`src/rtl/router_fsm.sv`:
```
`default_nettype none
// ============================================================================
//  Module      : router_fsm
//  Description : Packet sequencer for the 1x3 router. Tracks header, payload
//                and parity phases of each packet, issues per-cycle state
//                strobes to the register stage and output FIFO writes, and
//                stalls the source through busy while FIFOs drain.
//  Revision    : 1.0 - initial release
// ============================================================================
module router_fsm #(
    parameter int NUM_PORTS = 3
) (
    input  logic       router_clock,
    input  logic       reset,
    input  logic       pkt_valid,
    input  logic [1:0] data_in,
    input  logic       fifo_full,
    input  logic       fifo_empty_0,
    input  logic       fifo_empty_1,
    input  logic       fifo_empty_2,
    input  logic       soft_reset_0,
    input  logic       soft_reset_1,
    input  logic       soft_reset_2,
    input  logic       parity_done,
    input  logic       low_pkt_valid,
    output logic       detect_add,
    output logic       lfd_state,
    output logic       ld_state,
    output logic       laf_state,
    output logic       full_state,
    output logic       rst_int_reg,
    output logic       write_enb_reg,
    output logic       busy
);

    typedef enum logic [2:0] {
        DECODE_ADDRESS     = 3'd0,
        WAIT_TILL_EMPTY    = 3'd1,
        LOAD_FIRST_DATA    = 3'd2,
        LOAD_DATA          = 3'd3,
        FIFO_FULL_STATE    = 3'd4,
        LOAD_AFTER_FULL    = 3'd5,
        LOAD_PARITY        = 3'd6,
        CHECK_PARITY_ERROR = 3'd7
    } state_t;

    state_t     r_state;
    logic [1:0] r_addr;

    logic w_addr_ok;
    logic w_empty_live;
    logic w_empty_latched;
    logic w_soft_hit;

    // Header address is only usable if it names an existing output FIFO
    assign w_addr_ok = (32'(data_in) < NUM_PORTS);

    // Empty flag of the FIFO named by the incoming header byte
    always_comb begin
        w_empty_live = 1'b0;
        case (data_in)
            2'd0:    w_empty_live = fifo_empty_0;
            2'd1:    w_empty_live = fifo_empty_1;
            2'd2:    w_empty_live = fifo_empty_2;
            default: w_empty_live = 1'b0;
        endcase
    end

    // Empty flag and timeout of the FIFO owning the current packet
    always_comb begin
        w_empty_latched = 1'b0;
        w_soft_hit      = 1'b0;
        case (r_addr)
            2'd0: begin
                w_empty_latched = fifo_empty_0;
                w_soft_hit      = soft_reset_0;
            end
            2'd1: begin
                w_empty_latched = fifo_empty_1;
                w_soft_hit      = soft_reset_1;
            end
            2'd2: begin
                w_empty_latched = fifo_empty_2;
                w_soft_hit      = soft_reset_2;
            end
            default: begin
                w_empty_latched = 1'b0;
                w_soft_hit      = 1'b0;
            end
        endcase
    end

    // State register and address latch; a timeout on the owning FIFO aborts the packet
    always_ff @(posedge router_clock) begin
        if (reset) begin
            r_state <= DECODE_ADDRESS;
            r_addr  <= 2'b00;
        end else begin
            if (detect_add && pkt_valid) begin
                r_addr <= data_in;
            end
            if (w_soft_hit) begin
                r_state <= DECODE_ADDRESS;
            end else begin
                case (r_state)
                    DECODE_ADDRESS: begin
                        if (pkt_valid && w_addr_ok) begin
                            r_state <= w_empty_live ? LOAD_FIRST_DATA : WAIT_TILL_EMPTY;
                        end
                    end
                    WAIT_TILL_EMPTY: begin
                        if (w_empty_latched) begin
                            r_state <= LOAD_FIRST_DATA;
                        end
                    end
                    LOAD_FIRST_DATA: r_state <= LOAD_DATA;
                    LOAD_DATA: begin
                        if (fifo_full) begin
                            r_state <= FIFO_FULL_STATE;
                        end else if (!pkt_valid) begin
                            r_state <= LOAD_PARITY;
                        end
                    end
                    FIFO_FULL_STATE: begin
                        if (!fifo_full) begin
                            r_state <= LOAD_AFTER_FULL;
                        end
                    end
                    LOAD_AFTER_FULL: begin
                        if (parity_done) begin
                            r_state <= DECODE_ADDRESS;
                        end else if (low_pkt_valid) begin
                            r_state <= LOAD_PARITY;
                        end else begin
                            r_state <= LOAD_DATA;
                        end
                    end
                    LOAD_PARITY: r_state <= CHECK_PARITY_ERROR;
                    CHECK_PARITY_ERROR: begin
                        r_state <= fifo_full ? FIFO_FULL_STATE : DECODE_ADDRESS;
                    end
                    default: r_state <= DECODE_ADDRESS;
                endcase
            end
        end
    end

    // Moore decodes of the registered state
    assign detect_add    = (r_state == DECODE_ADDRESS);
    assign lfd_state     = (r_state == LOAD_FIRST_DATA);
    assign ld_state      = (r_state == LOAD_DATA);
    assign laf_state     = (r_state == LOAD_AFTER_FULL);
    assign full_state    = (r_state == FIFO_FULL_STATE);
    assign rst_int_reg   = (r_state == CHECK_PARITY_ERROR);
    assign write_enb_reg = (r_state == LOAD_DATA) || (r_state == LOAD_AFTER_FULL) ||
                           (r_state == LOAD_PARITY);
    assign busy          = !((r_state == DECODE_ADDRESS) || (r_state == LOAD_DATA));

endmodule
`default_nettype wire
```
`config.mk`:
```
export PLATFORM = sky130hd
export DESIGN_NAME = router_fsm
export DESIGN_NICKNAME = d
export VERILOG_FILES = /design/src/rtl/router_fsm.sv
export SDC_FILE = /design/constraint.sdc
export NUM_CORES = 1
export LEC_CHECK = 0
export CAP_MARGIN = 20
export CORE_AREA = 2 2 39 41
export CTS_CLUSTER_SIZE = 20
export DETAILED_ROUTE_END_ITERATION = 8
export DIE_AREA = 0 0 41 43
export MAX_ROUTING_LAYER = met4
export PLACE_DENSITY = 0.84
export SLEW_MARGIN = 20
export SYNTH_ARGS = -nofsm -noshare
export SYNTH_HDL_FRONTEND = slang
export SYNTH_SLANG_ARGS = --single-unit
```
`constraint.sdc`:
```
create_clock -name router_clock -period 1.8 [get_ports router_clock]
set_clock_uncertainty 0.2 [all_clocks]
set_input_delay 0.18 -clock router_clock [delete_from_list [all_inputs] [get_ports router_clock]]
set_output_delay 0.18 -clock router_clock [all_outputs]
set_load 0.01 [all_outputs]
```
==> reports/qor.yml, run 1 <==
area_growth_pct: 60.2
grt_use_met1_pct: 23.6
start_util_pct: 35.9
rsz0062_at_grt: "no"
final_common_cell: "clkdlybuf4s50_1"
min_period_ns: 1.72
tns_ns: 0
cts_hold_buf: 0
clock_latency_ns: 0.24
fmax_ghz: 0.581
r2r_cells: 7
post_cts_buffers: 0
whs_path_depth: 2
grt-ovfl-total: 0
first_iter_violations: 11
ioPinCount: 22
core_area_sq_um: 1380
setup_viol: 0
die_w_microns: 41
grt_usage_pct: 18.7
cts_tree: "done"
ir_drop_mv: 0.301
pwr-share-comb_pct: 36.6
post_drt_wl_per_cell_microns: 12.5
use_met3_pct: 3.14
seq_area_sq_um: 106
p_sw_mw: 0.118
ant_nets: 0
crit_type: "reg -> out"
hp-class: "reg -> reg"
maxCapViolCount: 0
gp_congestion: 0.838
reg2reg_from: "r_state[0]"
layout-drive-gt1-share_pct: 27.3
gr-max-usage-layer: "met2"
diodes: 0
maxSlewViolCount: 0
cts_sinks: 5
worst-endpoint-arrival_ns: 1.34
design_area_sq_um: 796
cp_max_fo: 10
drt_wl_total_microns: 1300
netlist_area_sq_um: 497
die_area_sq_um: 1760
ctsLongestPathBuffers: 2
drcViolationCount: 0
rows: 14
synth_nets: 71
place.detailed.hpwl_microns: 1090
status: "finished clean"
yosysWarnings: 0
drtPass1Iterations: 4
place_ws_ns: -0.00444
ff2ff_setup_slack_ns: 0.18
whs_endpoint: "r_addr[0]"
worst_slack_ns: 0.0774
worst_r2r_endpoint: "r_state[2]"
power_switching_share_pct: 29.1
grtUsageMet2_pct: 27.2
clockPowerShare_pct: 32.0
ys_async_sr_fraction_pct: 0
crit_chain: "buf_6, nor2b_1, nor2_1, a21oi_1, dlygate4sd2_1"
grt_pass1_wl_microns: 2200
relSlewSlack_pct: 81.8
worst_pin_slew_ns: 0.273
synth_cells: 57
fillerInstances: 114
crit_path_start: "r_state[1]"
p_int_mw: 0.288
fin_crit_sh_pct: 95.7
antenna_found_initial: 0
start_kind: "flip-flop"
postSynthAreaPerCell_sq_um: 8.71
vias: 566
crit_buf_inv: 2
synth-edff-count: 0
io_buffers: 21
numCtsBuffers: 3
yosysSeqAreaShare_pct: 20.2
slowest_delay_ns: 0.33
h-tree-depth: 1
grt_max_degree: 11
nets: 103
critPathSlowestCell: "dfxtp_2"
seqPwrFrac_pct: 31.4
grt_pass1_vias: 536
post_dp_cell_area_sq_um: 767
die_y_microns: 43
clk_pin_slew_ns: 0.04
min_from: "r_addr[0]"
path_delay_family: "buffers and inverters"
leakagePower_nw: 0.344
ys_seq_elements: 5
multi_input_area_sq_um: 360
hold_viol_final: 0
synth_flop_cell: "dfxtp_1"
synthDistinctLibCells: 33
cts-root-buf: "clkbuf_4"
layout_common_cells: "clkdlybuf4s50_1, dlygate4sd2_1, buf_4"
worst_ep_required_time_ns: 1.42
endpoint_kind: "output pin"
viasPerCell: 5.44
p_per_area_nw_per_um2: 511
## cell families after synthesis
logic type             synth area share [%]
AOI/OAI and AO/OA                      29.0
buffers and inverters                  7.81
DFF                                    20.2
muxes                                  7.05
and+or+nand+nor                        36.0
## state kept, by name, indices dropped and copies added, names as in the netlist
| register | cells |
|---|---|
| r_state | 3 |
| r_addr | 2 |
## routing by layer
| metal | share of wire, % | up-vias |
|---|---|---|
| li1 | - | 278 |
| met1 | 42 | 270 |
| met2 | 52 | 14 |
| met3 | 4.0 | 4 |
| met4 | 1.9 | 0 |
| met5 | 0 | - |
## tightest hold or removal path, delay by kind of cell, from the launching register on
kind	cells	cell delay, ns
DFF	1	0.34
AOI/OAI and AO/OA	1	0.06
and+or+nand+nor	1	0.08
## final cells by class
cell class                      instances  share of cell area, %
Inverter                                3                   1.42
Sequential cell                         5                   13.4
Multi-Input combinational cell         46                   45.3
Timing Repair Buffer                   30                   34.1
Clock buffer                            4                   3.30
Tap cell                               16                   2.52
## power by group through the flow
stage          Clock, mW  Combinational, mW  Sequential [mW]
6_report           0.130              0.149            0.128
5_1_grt            0.139              0.162            0.129
4_1_cts            0.136              0.149            0.127
3_5_place_dp           0              0.153            0.129
3_3_place_gp           0              0.150            0.128
2_1_floorplan          0             0.0761            0.125
## what timing repair did
| item | in CTS | in global routing |
|---|---|---|
| setup endpoints to repair | 8 | 0 |
| gates resized for setup | 14 | 0 |
| hold endpoints to repair | 0 | 0 |
## worst max-delay path by stage
stage	depth (start not counted)	slack, ns	end
floorplan	5	0.33	r_state[0]
global route	5	0.03	write_enb_reg
CTS	5	0.07	write_enb_reg
finish	5	0.08	write_enb_reg
global placement	5	0.03	write_enb_reg
detailed placement	5	-0.004	r_state[0]
## through the flow
stage               cells  util, %  hold slack, ns  power [mW]
finish                104     57.5           0.328       0.406
global route          104     57.5           0.370       0.429
CTS                   104     57.5           0.329       0.412
detailed placement    100     55.4           0.324       0.282
global placement      100     55.4           0.303       0.278
floorplan              57        -          0.0491       0.201
## cell usage after synthesis (2+ instances only)
| cell | instances | share of area [%] |
|---|---|---|
| nor2b_1 | 2 | 2.5 |
| nor3_1 | 2 | 2.0 |
| nor2_1 | 3 | 2.3 |
| a21oi_1 | 5 | 5.0 |
| mux2i_1 | 2 | 4.0 |
| nand2_1 | 5 | 3.8 |
| nand3b_1 | 3 | 4.5 |
| dfxtp_1 | 5 | 20 |
| inv_1 | 3 | 2.3 |
| buf_6 | 2 | 4.5 |
| nand4b_1 | 2 | 3.5 |
| nand3_1 | 2 | 2.0 |
(Power assumes the default switching activity.)
==> run 2: changes to the inputs <==
- CELL_PAD_IN_SITES_DETAIL_PLACEMENT: default -> 1
- CELL_PAD_IN_SITES_GLOBAL_PLACEMENT: default -> 2
- CORE_AREA: 2 2 39 41 -> default
- CORE_ASPECT_RATIO: default -> 0.6
- CORE_MARGIN: default -> 2
- CORE_UTILIZATION: default -> 22
- DIE_AREA: 0 0 41 43 -> default
- PLACE_DENSITY: 0.84 -> 0.87
==> reports/qor.yml, run 2 (same netlist as run 1, synthesis figures left out) <==
status: "finished clean"
final_core_utilization_pct: 39.3
worst_pin_slew_ns: 0.299
drt_wl_total_microns: 1670
cts_sinks: 5
regMostFlops: "r_state"
min_from: "r_addr[0]"
p_per_area_nw_per_um2: 591
start_util_pct: 23.1
vias: 567
numCtsBuffers: 3
grt_pass1_wl_microns: 2680
setup_viol: 0
maxCapViolCount: 0
min_period_ns: 1.68
design_area_sq_um: 843
maxSlewViolCount: 0
drtPass1Iterations: 4
ctsLongestPathBuffers: 2
rsz0062_at_grt: "no"
clockPowerShare_pct: 43.1
top_regs: "r_state x3, r_addr x2"
viasPerCell: 4.76
p_int_mw: 0.360
grt_max_degree: 9
hp-class: "reg -> reg"
crit_buf_inv: 2
pwr-share-comb_pct: 31.0
tns_ns: 0
largest_reg_flops: 3
crit_chain: "buf_4, nor3_4, nor2_1, dlygate4sd2_1"
r2r_cells: 7
die_area_sq_um: 2670
gp_congestion: 0.815
ir_drop_mv: 0.219
core_area_sq_um: 2150
layout-drive-gt1-share_pct: 29.2
whs_path_depth: 2
p_sw_mw: 0.138
hold_viol_final: 0
first_iter_violations: 9
drcViolationCount: 0
rows: 13
layout_common_cells: "clkdlybuf4s50_1, buf_4, dlygate4sd2_1"
final_common_cell: "clkdlybuf4s50_1"
crit_type: "reg -> out"
post_dp_cell_area_sq_um: 785
stdcell_count: 119
grt-ovfl-total: 0
cts_tree: "done"
path_delay_family: "buffers and inverters"
diodes: 0
whs_endpoint: "r_addr[0]"
clk_pin_slew_ns: 0.04
die_y_microns: 40.8
critPathSlowestCell: "dfxtp_2"
die_w_microns: 65.3
post_drt_wl_per_cell_microns: 14.0
relSlewSlack_pct: 80.1
dp.cells: 114
h-tree-depth: 1
ant_nets: 0
reg2reg_from: "r_state[0]"
start_kind: "flip-flop"
ioPinCount: 22
worst_ep_required_time_ns: 1.42
worst-endpoint-arrival_ns: 1.30
cp_max_fo: 5
place.detailed.hpwl_microns: 1400
grt_usage_pct: 14.8
seqPwrFrac_pct: 25.8
grt_pass1_vias: 557
slowest_delay_ns: 0.34
fin_crit_sh_pct: 93.2
io_buffers: 21
clock_latency_ns: 0.23
ff2ff_setup_slack_ns: 0.13
leakagePower_nw: 0.356
cts-root-buf: "clkbuf_8"
nets: 104
fmax_ghz: 0.596
area_growth_pct: 69.8
power_switching_share_pct: 27.8
worst_r2r_endpoint: "r_state[2]"
antenna_found_initial: 0
endpoint_kind: "output pin"
run 2: timing repair:
item	4_1_cts	5_1_grt
setup buffers	1	0
setup endpoints to repair	8	0
hold buffers	0	0
resized for setup	15	0
run 2: power by group through the flow:
stage | sequential [mW] | combinational, mW | clock (mW)
finish | 0.129 | 0.155 | 0.215
global route | 0.130 | 0.170 | 0.232
CTS | 0.129 | 0.155 | 0.226
detailed placement | 0.130 | 0.155 | 0
global placement | 0.130 | 0.152 | 0
floorplan | 0.125 | 0.0761 | 0
run 2: metal layers:
layer / up-vias / wire length, microns / track usage, %
li1: 281 / - / -
met1: 269 / 727 / 16.2
met2: 17 / 832 / 26.5
met3: 0 / 108 / 5.77
met4: 0 / 0 / 3.13
met5: - / 0 / -
run 2: final cells by class:
cell class,count,area (sq um)
Clock buffer,4,45.0
Inverter,3,11.3
Tap cell,30,37.5
Multi-Input combinational cell,46,368
Sequential cell,5,106
Timing Repair Buffer,31,275
Fill cell,262,1300
run 2: how the worst max path moves through the flow:
| stage | from | endpoint | cells past startpoint |
|---|---|---|---|
| floorplan | r_state[2] | r_state[0] | 5 |
| global placement | r_state[1] | write_enb_reg | 4 |
| detailed placement | r_state[0] | write_enb_reg | 4 |
| CTS | r_state[0] | write_enb_reg | 4 |
| global route | r_state[0] | write_enb_reg | 4 |
| finish | r_state[1] | busy | 4 |
run 2: worst reg2reg max path: stages, from the launching register on:
cell and delay (ns):
dfxtp_2 0.40, buf_4 0.17, nor3b_2 0.05, buf_4 0.14
a22oi_2 0.20, buf_4 0.15, nand4b_1 0.13, a21boi_2 0.16
run 2: metrics by stage:
step / worst slack [ns] / hold slack, ns / power, mW
2_1_floorplan: 0.327 / 0.0491 / 0.201
3_3_place_gp: 0.0292 / 0.319 / 0.282
3_5_place_dp: -0.00529 / 0.317 / 0.284
4_1_cts: 0.101 / 0.324 / 0.510
5_1_grt: 0.0574 / 0.355 / 0.531
6_report: 0.123 / 0.321 / 0.498
